## src/rtl/ex_mem_stage_reg.sv

```systemverilog
// ex_mem_stage_reg: EX/MEM pipeline register with write qualification, store lane replication and byte enables.
// Optional performance counters (stall_cnt, bubble_cnt) are built when EX_MEM_PERF_CNT_EN is defined.
module ex_mem_stage_reg (
  input  logic        clk,
  input  logic        rst,
  input  logic        stall,
  input  logic        flush,
  input  logic        id_ex_valid,
  input  logic [4:0]  id_ex_rd,
  input  logic        id_ex_reg_write,
  input  logic        id_ex_mem_read,
  input  logic        id_ex_mem_write,
  input  logic        id_ex_mem_to_reg,
  input  logic [2:0]  id_ex_funct3,
  input  logic [31:0] alu_result,
  input  logic [31:0] rs2_data,
  output logic        ex_mem_valid,
  output logic [4:0]  ex_mem_rd,
  output logic        ex_mem_reg_write,
  output logic        ex_mem_mem_read,
  output logic        ex_mem_mem_write,
  output logic        ex_mem_mem_to_reg,
  output logic [2:0]  ex_mem_funct3,
  output logic [31:0] ex_mem_alu_result,
  output logic [31:0] ex_mem_store_data,
  output logic [3:0]  ex_mem_byte_en,
  output logic        ex_mem_load_pending,
  output logic        ex_mem_misaligned
`ifdef EX_MEM_PERF_CNT_EN
  ,
  output logic [31:0] stall_cnt,
  output logic [31:0] bubble_cnt
`endif
);
  logic is_b, is_h, acc, mis, keep, load;
  logic n_valid, n_reg_write, n_mem_read, n_mem_write, n_mem_to_reg, n_lp, n_mis;
  logic [4:0] n_rd;
  logic [2:0] n_funct3;
  logic [3:0] n_be;
  logic [31:0] n_alu, n_sd;
  // Unlisted funct3 encodings fall through to word handling.
  always_comb begin
    is_b = id_ex_funct3 == 3'b000 || id_ex_funct3 == 3'b100;
    is_h = id_ex_funct3 == 3'b001 || id_ex_funct3 == 3'b101;
    acc = id_ex_mem_read | id_ex_mem_write;
    mis = acc & (is_h ? alu_result[0] : (!is_b && alu_result[1:0] != 2'b00));
    keep = ~flush & id_ex_valid;
    n_valid = keep;
    n_mis = keep & mis;
    n_reg_write = keep & id_ex_reg_write & (id_ex_rd != 5'd0) & ~mis;
    n_rd = n_reg_write ? id_ex_rd : 5'd0;
    n_mem_read = keep & id_ex_mem_read & ~mis;
    n_mem_write = keep & id_ex_mem_write & ~mis;
    n_mem_to_reg = keep & id_ex_mem_to_reg;
    n_funct3 = keep ? id_ex_funct3 : 3'b000;
    n_alu = keep ? alu_result : 32'd0;
    n_sd = !keep ? 32'd0 : is_b ? {4{rs2_data[7:0]}} : is_h ? {2{rs2_data[15:0]}} : rs2_data;
    n_be = !(keep & acc & ~mis) ? 4'b0000 :
           is_b ? 4'b0001 << alu_result[1:0] :
           is_h ? (alu_result[1] ? 4'b1100 : 4'b0011) : 4'b1111;
    n_lp = n_mem_read & (n_rd != 5'd0);
  end
  assign load = flush | ~stall;
  always_ff @(posedge clk or posedge rst)
    if (rst) begin
      ex_mem_valid <= 1'b0;
      ex_mem_rd <= 5'd0;
      ex_mem_reg_write <= 1'b0;
      ex_mem_mem_read <= 1'b0;
      ex_mem_mem_write <= 1'b0;
      ex_mem_mem_to_reg <= 1'b0;
      ex_mem_funct3 <= 3'b000;
      ex_mem_alu_result <= 32'd0;
      ex_mem_store_data <= 32'd0;
      ex_mem_byte_en <= 4'b0000;
      ex_mem_load_pending <= 1'b0;
      ex_mem_misaligned <= 1'b0;
    end else if (load) begin
      ex_mem_valid <= n_valid;
      ex_mem_rd <= n_rd;
      ex_mem_reg_write <= n_reg_write;
      ex_mem_mem_read <= n_mem_read;
      ex_mem_mem_write <= n_mem_write;
      ex_mem_mem_to_reg <= n_mem_to_reg;
      ex_mem_funct3 <= n_funct3;
      ex_mem_alu_result <= n_alu;
      ex_mem_store_data <= n_sd;
      ex_mem_byte_en <= n_be;
      ex_mem_load_pending <= n_lp;
      ex_mem_misaligned <= n_mis;
    end
`ifdef EX_MEM_PERF_CNT_EN
  always_ff @(posedge clk or posedge rst)
    if (rst) begin
      stall_cnt <= 32'd0;
      bubble_cnt <= 32'd0;
    end else begin
      if (stall && !flush) stall_cnt <= stall_cnt + 32'd1;
      if (load && !keep) bubble_cnt <= bubble_cnt + 32'd1;
    end
`endif
endmodule

```

## config.mk

```make
export PLATFORM = sky130hd
export DESIGN_NAME = ex_mem_stage_reg
export DESIGN_NICKNAME = d
export VERILOG_FILES = /design/src/rtl/ex_mem_stage_reg.sv
export SDC_FILE = /design/constraint.sdc
export NUM_CORES = 1
export LEC_CHECK = 0
export CAP_MARGIN = 20
export CORE_MARGIN = 2
export CORE_UTILIZATION = 44
export CTS_CLUSTER_SIZE = 40
export DETAILED_ROUTE_END_ITERATION = 10
export GPL_ROUTABILITY_DRIVEN = 0
export PLACE_DENSITY = 0.86
export SYNTH_ARGS = -nofsm -noshare
export SYNTH_HDL_FRONTEND = slang
export SYNTH_SLANG_ARGS = --single-unit
export TNS_END_PERCENT = 10
```

## constraint.sdc

```tcl
create_clock -name clk -period 5.1 [get_ports clk]
set_input_delay 0.765 -clock clk [delete_from_list [all_inputs] [get_ports clk]]
set_output_delay 0.765 -clock clk [all_outputs]
set_load 0.005 [all_outputs]
```

==> summary.md <==
| Metric | Value |
|---|---|
| Syn Inst Count | `269` |
| RSZ-0062 raised after global routing | `no` |
| Flops & latches, synth | `between 80 and 90` |
| Num CTS Buffers | `9` |
| Design Area, Final | `5370 µm²` |
| Share of layout cells above drive strength 1 | `7.425%` |
| Hold Vio Cnt, Final | `0` |
| Setup TNS | `0 ns` |
| Total Routing Usage GR | `23.39%` |
| Complex-gate fraction of the synthesized area | `22.01%` |
| Syn Nets | `350` |
| Area Overhead vs Synth | `56.64%` |
| Number of core rows | `32` |
| Adder-Cell Fraction of Synth Area | `0%` |
| Worst-path clk slew | `0.08 ns` |
| Register area share after synthesis | `60.58%` |
| YS warnings | `0` |
| Root Buffer | `clkbuf_8` |
| Initial antenna violation count | `0` |
| Max-Cap Viols | `0` |
| Commonest non-fill, non-tap cell in the layout | `clkdlybuf4s50_1` |
| Synth cell types | `30` |
| Required @ worst endpoint | `5.36 ns` |
| Synth top area cells | `dfrtp_1 (61%), a22o_1 (15%), mux2i_1 (7.0%)` |
| Num ports | `164` |
| # clock sinks | `83` |
| Highest ir drop seen on vdd | `150.1 µV` |
| Post-CTS Resized | `0` |
| Port buffer count | `163` |
| NumNets Final | `507` |
| Worst Hold Class | `flip-flop to flip-flop` |
| # setup viols final | `0` |
| DRC violations left | `0` |
| Postcts setup bufs | `0` |
| Most area-hungry cell type in the Yosys netlist | `dfrtp_1` |
| Hold Path Stages | `2` |
| Iter 0 DRT Violations | `65` |
| Combinational family with the most area after synthesis | `compound AO/OA/AOI/OAI gates` |
| Synthesized area per cell | `12.74 µm²` |
| Final HPWL from detailed placement | `6948 µm` |
| Reg2reg path depth | `1` |
| Vias in the first global route | `2,956` |
| Fin crit share | `48.36%` |
| Critical path type | `input pin to flip-flop` |
| Full die area | `8514 µm²` |
| CTS max path bufs | `2` |
| DR vias | `2,852` |
| Drt total wl | `9651 µm` |
| Synthesized cell area | `about 3400 µm²` |
| Max Fanout on Critical Path | `45` |
| Worst EP arrival | `2.73 ns` |
| Lkg Pwr | `approximately 2.4 nW` |
| H-tree depth | `3` |
| CORE AREA | `7647 µm²` |
| Post-DP Area | `5106 µm²` |
| Max Fclk | `approximately 410 MHz` |
| Post-route ant nets | `0` |
| CTS tree | `built` |
| Clk_lat worst skew | `0.34 ns` |
| Max Slew Vio Count | `0` |
| Cts hold-fix bufs | `0` |
| Share of the synthesized area in the top cell type | `60.58%` |
| Biggest regs | `ex_mem_alu_result (32), ex_mem_store_data (32), ex_mem_rd (5)` |
| Relative slew slack | `between 30% and 40%` |
| Post-Synth XOR/XNOR Area | `0.2555%` |
| Minimum clock period | `2.466 ns` |
| DP Cell Count | `slightly above 500` |
| CP Capture Type | `flip-flop` |
| Initial core utilization | `44.83%` |
| Power Dens Cells | `283.1 nW/µm²` |
| DRT Pass-1 Iters | `4` |
| DIE HEIGHT | `92.27 µm` |
| Pwr Total | `1.520 mW` |
| Fill cells | `564` |
| First-pass GRT wire length | `15,360 µm` |
| Largest net degree at the start of global routing | `49` |
| Minimum hold slack | `0.4926 ns` |
| Clock Skews | `0 ns` |
| Via density | `5.351` |
| N_diodes | `0` |
| Layout Cells excl Fill | `533` |
| Startpoint Class | `input pin` |
| Slew @ Worst Pin | `around 0.95 ns` |
| Commonest cells after routing, fill and taps aside | `clkdlybuf4s50_1 (163), dfrtp_1 (83), a22o_1 (60)` |
| Mux contribution to synthesized area | `7.007%` |
| Simple-Gate Fraction of Synth Area | `6.350%` |
| Status | `complete, no violations` |
| GRT overflow | `0` |
| Die X | `approximately 92 µm` |
| WL/cell | `18.11 µm` |
worst paths after layout:
path	from	slack (ns)	to
max	flush	2.63	ex_mem_store_data[11]$_DFFE_PP0P_
min	ex_mem_store_data[23]$_DFFE_PP0P_	0.49	ex_mem_store_data[23]$_DFFE_PP0P_
max reg2reg	ex_mem_alu_result[8]$_DFFE_PP0P_	4.36	ex_mem_alu_result[8]$_DFFE_PP0P_
min reg2reg	ex_mem_store_data[23]$_DFFE_PP0P_	0.49	ex_mem_store_data[23]$_DFFE_PP0P_
max in group asynchronous	rst	3.29	ex_mem_store_data[3]$_DFFE_PP0P_
min in group asynchronous	rst	0.78	ex_mem_alu_result[16]$_DFFE_PP0P_
routing by layer:
layer	vias up	share of wire (%)	GRT usage, %
met4	0	1.4	8.333
met3	12	8.4	7.067
met2	127	49	38.85
li1	1309	-	-
met1	1404	42	29.04
met5	-	0	0
Yosys cell counts (all sizes together):
cell and instances:
mux2i 24, nor3b 1, or2 1, nand4b 1, dfrtp 83, a22o 60
and4bb 1, xnor2 1, nor2 7, o31ai 1, inv 1, o21ai 25
buf 18, a21oi 2, nand2b 1, clkbuf 4, a32o 5, nand2 28
o31a 1, and2b 1, o21bai 1, or3b 1, nor3 1
final cells by class:
| cell class | instances | area, µm² | area share, % |
|---|---|---|---|
| Inverter | 1 | 5.005 | 0.09320 |
| Sequential cell | 83 | 2077 | 38.68 |
| Clock buffer | 10 | 127.6 | 2.377 |
| Clock inverter | 6 | 136.4 | 2.540 |
| Timing Repair Buffer | 168 | 1669 | 31.08 |
| Multi-Input combinational cell | 163 | 1227 | 22.86 |
| Tap cell | 102 | 127.6 | 2.377 |
kinds of logic after synthesis:
group,Yosys count
multiplexers,24
AO/OA/AOI/OAI,95
buffers and inverters,23
AND/OR/NAND/NOR,43
flip-flops,83
XOR/XNOR,1
report_power, final:
part           switching, mW  internal, mW
registers             0.0142         0.681
clock network          0.236         0.377
logic                 0.0875         0.125
total                  0.337          1.18
critical path, cell delays in order:
cell,delay [ns]
clkdlybuf4s50_1,0.47
and2b_2,0.72
buf_4,0.55
nand2_1,0.11
o21ai_1,0.10
metrics by stage:
| step | util (%) | setup slack, ns |
|---|---|---|
| after floorplan | - | 2.198 |
| after global placement | 66.77 | 2.335 |
| after detailed placement | 66.77 | 2.293 |
| after CTS | 70.22 | 2.654 |
| after global routing | 70.22 | 2.492 |
| final | 70.22 | 2.634 |
Power figures use the tool's default switching activity.
==> variant, RTL diff (same settings) <==
The option `EX_MEM_PERF_CNT_EN` is turned on by a define.
--- a/src/rtl/ex_mem_stage_reg.sv
+++ b/src/rtl/ex_mem_stage_reg.sv
@@ -1,5 +1,7 @@
 // ex_mem_stage_reg: EX/MEM pipeline register with write qualification, store lane replication and byte enables.
 // Optional performance counters (stall_cnt, bubble_cnt) are built when EX_MEM_PERF_CNT_EN is defined.
+`define EX_MEM_PERF_CNT_EN
+
 module ex_mem_stage_reg (
   input  logic        clk,
   input  logic        rst,
Behaviour (old outputs only; new: bubble_cnt and stall_cnt): unchanged (Yosys induction, for registers that start in step).
==> variant against the unedited design <==
Non-clock buffer count rose by 64. Sequential power rose by 99%. Routed wire length rose by 78%. Power rose by 110%. Global-route usage fell by 0.11 points. Via count rose by 81%. Largest cell class unchanged. Critical path type unchanged. Sequential cell count rose by 64. Sequential share of layout area rose by 0.52 points. Synthesized area rose by 83%. Die area rose by 79%. Worst setup slack got worse by 0.34 ns. Final area rose by 75%.
==> variant: results (changes against the unedited design) <==
dpl ws=1.88 ns (-0.412 ns); Hold Slack=0.475 ns (-0.0174 ns); DR iter-0 viols=253 (+290%); Yosys cell types=42 (+40%); Area contributors post-synth=dfrtp_1 59%, a22o_1 7.0%, xnor2_1 5.4%, mux2i_1 3.8%, xor2_1 3.6%; count of non-CTS inverters in the layout=7 (+6); Max Root-Sink Buffers=2 (unchanged); Worst Hold Endpoint=stall_cnt[31]; Period minus WS final=2.81 ns (+0.343 ns); Mapped Nets=623 (+78%); Crit Path Max Fanout=49 (+8.9%); Reg clk slew, reported paths=0.06 ns (-0.02 ns); register area=3680 sq um (+77%); gr usage total=23.3% (-0.11 points); LEAKAGE=4.05 nW (+71%); FF-to-FF setup slack=3.13 ns (-1.23 ns); non-filler cells, final=960 (+80%); Worst Skew=0.00665 ns (+0.00665 ns); Multi-input gate area=2480 sq um (+100%); Pwr Total=3.21 mW (+110%); clock network area share=6.79% (+1.9 points); fillcell total=1027 (+82%); placed instance area=8720 sq um (+71%); hold path cells=1 (-1); Reg-to-Reg Start=stall_cnt[4]; Pwr per Cell Area=342 nW/um^2 (+21%); CTS root buffer=clkbuf_16; clk_lat worst skew=0.41 ns (+0.07 ns); largest net degree at the start of global routing=117 (+140%); first-pass GRT wire length=27100 um (+77%); CP max-delay cell=and2b_2; dpl hpwl=12400 um (+78%); tap cells=180 (+76%); Seq cells=147 (+77%); placed cells=927 (+79%); status=complete, no violations; Worst EP arrival=3.10 ns (+0.37 ns); Largest stage delay, worst path=0.68 ns (-0.04 ns); via/cell ratio=5.37 (+0.32%); most frequent cells after synthesis=147 x dfrtp_1, 55 x nand2_1, 50 x a22o_1, 39 x xnor2_1, 28 x o21ai_0; Seq group=1.38 mW (+99%); CTS HTree Levels=4 (+1); Max VDD drop=0.213 mV (+42%); Power Clock=1.32 mW (+120%); CLK BUF=22 (+12); max_slew headroom=34.5% (-2.1 points); wire per inst=17.9 um (-1.1%); quantity of I/O buffers inserted on ports=227 (+39%); Seq/Total Area, Yosys=58.5% (-2.1 points); number of global-route vias before repair=5254 (+78%); non-clk buf share=24.8% (-6.3 points); P_sw=779 uW (+130%); Crit Reg-Reg Endpoint=stall_cnt[25]; count of multi-input gates=362 (+120%); crit path from=stall; HP Start=stall_cnt[31]; Plain + repair buffers=232 (+38%)
-- variant: changes by cell type in the layout (fill, tap and decap cells not counted), moves of 7 or more --
cell	change
nor2_1	+21
nand2_1	+27
nand3_1	+26
clkdlybuf4s50_1	+64
xnor2_1	+38
xor2_1	+26
a22o_1	-10
nand4_1	+18
and4_1	+7
dfrtp_1	+64
o21ai_0	+12
a21oi_1	+8
clkbuf_16	+17
-- variant: worst register-to-register path, stage by stage, from the launching register on --
cell	delay, ns
dfrtp_1	0.45
nand4_1	0.20
nor4_2	0.81
nand4_1	0.23
xnor2_1	0.17
-- variant: layer usage --
layer  routed length (um)  global-route usage, %  vias up
li1                     -                      -     2387
met1                 6780                   27.8     2549
met3                  987                   6.50       34
met4                  519                   11.7        0
met2                 8910                   38.5      183
met5                    0                      0        -
-- variant: cells by family after synthesis --
group / synth area share (%)
and+or+nand+nor: 14.8
adders and majority gates: 0.398
muxes: 4.00
buffers and inverters: 2.05
AOI/OAI and AO/OA: 11.1
DFF: 58.5
xor gates and xnor gates: 9.06
